$ cat src/rtl/booth_ctrl.sv
`default_nettype none
// ============================================================================
// Module      : booth_ctrl
// Description : Sequencing FSM for a radix-2 Booth multiplier datapath.
//               Optional macro BOOTH_CTRL_ABORT_EN adds an 'abort' input.
// Revision    : 1.0 - initial release
// ============================================================================
module booth_ctrl #(
    parameter int WIDTH = 5
) (
    input  logic clk,
    input  logic rst_n,
    input  logic start,
`ifdef BOOTH_CTRL_ABORT_EN
    input  logic abort,
`endif
    input  logic q0,
    input  logic qm1,
    output logic clr_a,
    output logic clr_qm1,
    output logic ld_m,
    output logic ld_q,
    output logic ld_a,
    output logic sub,
    output logic shift,
    output logic busy,
    output logic done
);

    localparam int c_CNT_W = $clog2(WIDTH + 1);

    typedef enum logic [2:0] {
        S_IDLE  = 3'd0,
        S_LOAD  = 3'd1,
        S_CHECK = 3'd2,
        S_ADD   = 3'd3,
        S_SHIFT = 3'd4,
        S_DONE  = 3'd5
    } state_t;

    state_t               r_state;
    state_t               w_state_nxt;
    logic [c_CNT_W-1:0]   r_cnt;
    logic [c_CNT_W-1:0]   w_cnt_nxt;
    logic                 r_op_sub;
    logic                 w_op_sub_nxt;
    logic                 w_abort;

`ifdef BOOTH_CTRL_ABORT_EN
    assign w_abort = abort;
`else
    assign w_abort = 1'b0;
`endif

    always_ff @(posedge clk or negedge rst_n) begin
        if (!rst_n) begin
            r_state  <= S_IDLE;
            r_cnt    <= '0;
            r_op_sub <= 1'b0;
        end else begin
            r_state  <= w_state_nxt;
            r_cnt    <= w_cnt_nxt;
            r_op_sub <= w_op_sub_nxt;
        end
    end

    always_comb begin
        w_state_nxt  = r_state;
        w_cnt_nxt    = r_cnt;
        w_op_sub_nxt = r_op_sub;
        clr_a        = 1'b0;
        clr_qm1      = 1'b0;
        ld_m         = 1'b0;
        ld_q         = 1'b0;
        ld_a         = 1'b0;
        sub          = 1'b0;
        shift        = 1'b0;
        done         = 1'b0;
        busy         = (r_state != S_IDLE);

        case (r_state)
            S_IDLE: begin
                if (start && !w_abort) begin
                    w_state_nxt = S_LOAD;
                end
            end
            S_LOAD: begin
                clr_a       = 1'b1;
                clr_qm1     = 1'b1;
                ld_m        = 1'b1;
                ld_q        = 1'b1;
                w_cnt_nxt   = c_CNT_W'(WIDTH);
                w_state_nxt = S_CHECK;
            end
            S_CHECK: begin
                case ({q0, qm1})
                    2'b10: begin
                        w_op_sub_nxt = 1'b1;
                        w_state_nxt  = S_ADD;
                    end
                    2'b01: begin
                        w_op_sub_nxt = 1'b0;
                        w_state_nxt  = S_ADD;
                    end
                    default: w_state_nxt = S_SHIFT;
                endcase
            end
            S_ADD: begin
                ld_a        = 1'b1;
                sub         = r_op_sub;
                w_state_nxt = S_SHIFT;
            end
            S_SHIFT: begin
                // cnt is at least 1 here, so the decrement cannot wrap
                shift       = 1'b1;
                w_cnt_nxt   = r_cnt - c_CNT_W'(1);
                w_state_nxt = (r_cnt == c_CNT_W'(1)) ? S_DONE : S_CHECK;
            end
            S_DONE: begin
                done        = 1'b1;
                w_state_nxt = S_IDLE;
            end
            default: w_state_nxt = S_IDLE;
        endcase

        // Abort overrides the next state only; outputs of this cycle stand
        if (w_abort && (r_state != S_IDLE)) begin
            w_state_nxt = S_IDLE;
            w_cnt_nxt   = '0;
        end
    end

endmodule
`default_nettype wire

$ cat config.mk
export PLATFORM = sky130hd
export DESIGN_NAME = booth_ctrl
export DESIGN_NICKNAME = d
export VERILOG_FILES = /design/src/rtl/booth_ctrl.sv
export SDC_FILE = /design/constraint.sdc
export NUM_CORES = 1
export LEC_CHECK = 0
export CAP_MARGIN = 40
export CORE_MARGIN = 1
export CORE_UTILIZATION = 25
export CTS_BUF_LIST = sky130_fd_sc_hd__clkbuf_8
export CTS_CLUSTER_SIZE = 30
export DETAILED_ROUTE_END_ITERATION = 6
export GPL_TIMING_DRIVEN = 0
export PLACE_DENSITY = 0.47
export SLEW_MARGIN = 10
export SYNTH_ARGS = -nofsm -noshare
export SYNTH_HDL_FRONTEND = slang
export SYNTH_SLANG_ARGS = --single-unit
$ cat constraint.sdc
create_clock -name clk -period 1.1 [get_ports clk]
set_input_delay 0.11 -clock clk [delete_from_list [all_inputs] [get_ports clk]]
set_output_delay 0.11 -clock clk [all_outputs]
set_load 0.02 [all_outputs]
==> run_results.csv, run 1 <==
group,metric,value,unit
yosys,seq_area_frac_synth,0.375,
yosys,syn-cell-area,467,sq um
global_route,antenna_found_initial,0,
detailed_routing,wl_per_cell,11.5,um
yosys,synth_top_cell_area_share,0.375,
clocking,root_buffer,"clkbuf_8",
clocking,cts_tree,"yes",
detailed_routing,vias,489,
sta,finalClockSkew,0.00469,ns
clocking,cts.sinks,7,
yosys,async_flop_share,1.00,
setup_path,start_kind,"flop",
final_layout,fin_nets,93,
yosys,yosys.area_share.simple,0.263,
detailed_routing,via_per_inst,4.49,
setup_path,reg2reg_depth,4,
yosys,ys_types,25,
setup_path,path_class,"reg -> out",
clocking,cts_hold_buf,0,
pwr,leakage,0.427,nW
pwr,power.density,3000,nW/um^2
yosys,syn_area_per_cell,9.15,sq um
sta,hold_viol,0,
sta,min_period_over_period,1.34,
detailed_routing,first_pass_iters,2,
yosys,synth.most_common_cell,"dfrtp_1",
run_status,outcome,"finished with violations",
global_route,grtUsageTotal,0.140,
yosys,synthTopCellsByArea,"dfrtp_1 (38%), ha_1 (8.0%), buf_4 (4.8%)",
final_layout,area_growth_syn_to_layout,95.4,%
sta,timing.fmax,679,MHz
final_layout,n_antenna_cell,0,
yosys,synth_top_family_by_area,"simple AND/OR/NAND/NOR gates",
setup_path,worstPathArrival,1.36,ns
global_route,grt_max_degree,11,
yosys,synthFlopType,"dfrtp_1",
job,cap_violations,0,
clocking,clk_latency,0.23,ns
yosys,synth_fp_nets,59,
sta,fin_crit,1.47,ns
yosys,synthCells,51,
global_route,grt-ovfl-total,0,
clocking,cts_max_level,1,
final_layout,final_cells,109,
setup_path,cpPeakStageDelay,0.39,ns
sta,tightest_slew,0.351,ns
placed_design,port-buffer-count,13,
placed_design,gp_congestion,0.689,
sta,fin_ws,-0.372,ns
sta,maxSlewHeadroom,0.765,
sta,grt_setup_unrepaired,"yes",
clocking,clkTransAtPathRegs,0.04,ns
final_layout,drive_above_1_share,0.631,
floorplan,coreArea,1750,sq um
yosys,synth_top_area_cell,"dfrtp_1",
detailed_routing,drc,0,
yosys,synth-xor-area-share,0,
worst_hold_path,min_path_type,"in -> async",
detailed_routing,routed_wl,1250,um
yosys,synth_warnings,0,
clocking,cts.path.max_buffers,2,
floorplan,die_h,45.2,um
setup_path,crit_slowest_cell,"dfrtp_1",
sta,slew_violations,0,
floorplan,rows,15,
floorplan,start_util,0.267,
setup_path,endpoint_kind,"primary output",
placed_design,place_hpwl,766,um
global_route,grt_pass1_vias,407,
floorplan,io_pins,14,
detailed_routing,first_iter_violations,2,
yosys,synth_edf_count,0,
floorplan,die_w,45.2,um
setup_path,critical_path.most_common_cell,"buf_6",
pwr,power,2.74,mW
setup_path,critPathTopFamily,"flip-flops",
pwr,peakVddDrop,1.19,mV
yosys,synth-seq-cells,7,
clocking,cts_buffers,3,
placed_design,placed_cells,89,
sta,setup_violations,16,
detailed_routing,drtAntennaViolNets,0,
setup_path,critical_path.max_fanout,4,
global_route,grt_pass1_wl,1940,um
setup_path,critPathBufInv,3,
floorplan,die_area,2040,sq um
yosys,synth_commonest_cells,"dfrtp_1 (7), inv_1 (6), nor2_1 (5)",
setup_path,cp_cell_sequence,"buf_6 -> buf_6 -> or3_4 -> buf_6",
setup_path,required,0.99,ns
setup_path,path_depth,4,
yosys,synthAdderAreaFrac,0.0804,
run_status,violations,"setup timing",
yosys,synthMuxAreaShare,0,
yosys,synth-compound-area-share,0.164,
[metrics by stage]
stage	setup slack [ns]	util	cell area, sq um	TNS, ns	hold slack [ns]
2_1_floorplan	-0.124	-	514	-0.375	-0.186
3_3_place_gp	-0.642	0.387	676	-6.26	0.407
3_5_place_dp	-0.632	0.387	676	-6.27	0.404
4_1_cts	-0.373	0.483	843	-3.32	0.161
5_1_grt	-0.400	0.523	912	-4.30	0.180
6_report	-0.372	0.523	912	-3.62	0.155
[area by class of cell]
type	instances	area, sq um
Buffer	4	45.0
Clock buffer	3	41.3
Clock inverter	1	3.75
Fill cell	172	833
Inverter	6	27.5
Multi-Input combinational cell	33	295
Sequential cell	7	179
Tap cell	25	31.3
Timing Repair Buffer	30	289
[where the power goes]
| group | switching, mW | internal, mW |
|---|---|---|
| Sequential | 0.150 | 0.377 |
| Clock | 0.115 | 0.242 |
| Combinational | 0.755 | 1.10 |
[layer usage]
| layer | share of wire | track usage |
|---|---|---|
| met3 | 0.040 | 0.0720 |
| met1 | 0.43 | 0.170 |
| met4 | 0.0048 | 0.0545 |
| met2 | 0.52 | 0.209 |
| met5 | 0 | 0 |
[placed cells by master (no fill, tap or decap)]
| cell | instances |
|---|---|
| a21o_1 | 1 |
| a21oi_1 | 1 |
| a21oi_2 | 1 |
| a2bb2oi_2 | 1 |
| a311oi_1 | 1 |
| a31o_2 | 1 |
| and2_4 | 2 |
| and2b_2 | 1 |
| buf_4 | 11 |
| buf_6 | 18 |
| clkbuf_8 | 3 |
| clkdlybuf4s15_2 | 1 |
| clkdlybuf4s50_1 | 2 |
| dfrtp_1 | 4 |
| dfrtp_2 | 3 |
| dlygate4sd2_1 | 2 |
| ha_1 | 2 |
| ha_4 | 1 |
| inv_1 | 4 |
| inv_2 | 2 |
| inv_6 | 1 |
| nand2_1 | 1 |
| nand2_2 | 1 |
| nand2b_1 | 2 |
| nand3_1 | 1 |
| nand3b_1 | 2 |
| nand4_1 | 1 |
| nor2_1 | 4 |
| nor2_2 | 1 |
| nor3b_4 | 2 |
| o21ai_2 | 1 |
| o22a_1 | 1 |
| o22ai_1 | 1 |
| o32ai_1 | 1 |
| or3_4 | 1 |
| or4b_4 | 1 |
[timing repair]
action                     4_1_cts  5_1_grt
buffers inserted                10        7
pin swaps                        3        5
setup endpoints to repair       15       15
gates cloned                     0        0
resized for setup               65        7
[cell families after synthesis]
logic type / after synthesis
adder cells (fa/ha/maj): 3
AND/OR/NAND/NOR: 20
buffers and inverters: 11
flip-flops: 7
AO/OA/AOI/OAI: 10
[final timing paths]
| kind | startpoint | to | slack, ns |
|---|---|---|---|
| setup / recovery | r_state[0]$_DFFE_PN0P_ | busy | -0.37 |
| hold reg to reg | r_op_sub$_DFFE_PN0P_ | r_op_sub$_DFFE_PN0P_ | 0.49 |
| max in group asynchronous | rst_n | r_cnt[0]$_DFFE_PN0P_ | 0.66 |
| min in group clk | qm1 | r_op_sub$_DFFE_PN0P_ | 0.34 |
| setup reg to reg | r_state[2]$_DFFE_PN0P_ | r_op_sub$_DFFE_PN0P_ | -0.31 |
| hold / removal | rst_n | r_state[0]$_DFFE_PN0P_ | 0.15 |
[registers in the layout (all words and copies together) (netlist names)]
register / cells
r_op_sub: 1
r_cnt: 3
r_state: 3
Note: power is estimated with default switching activity, not from simulation.
==> run 2: changes to the inputs <==
Settings changed: HOLD_SLACK_MARGIN from default to 0.06.
==> results of run 2 <==
The final DEF is identical to that of run 1; final timing and power are the same.
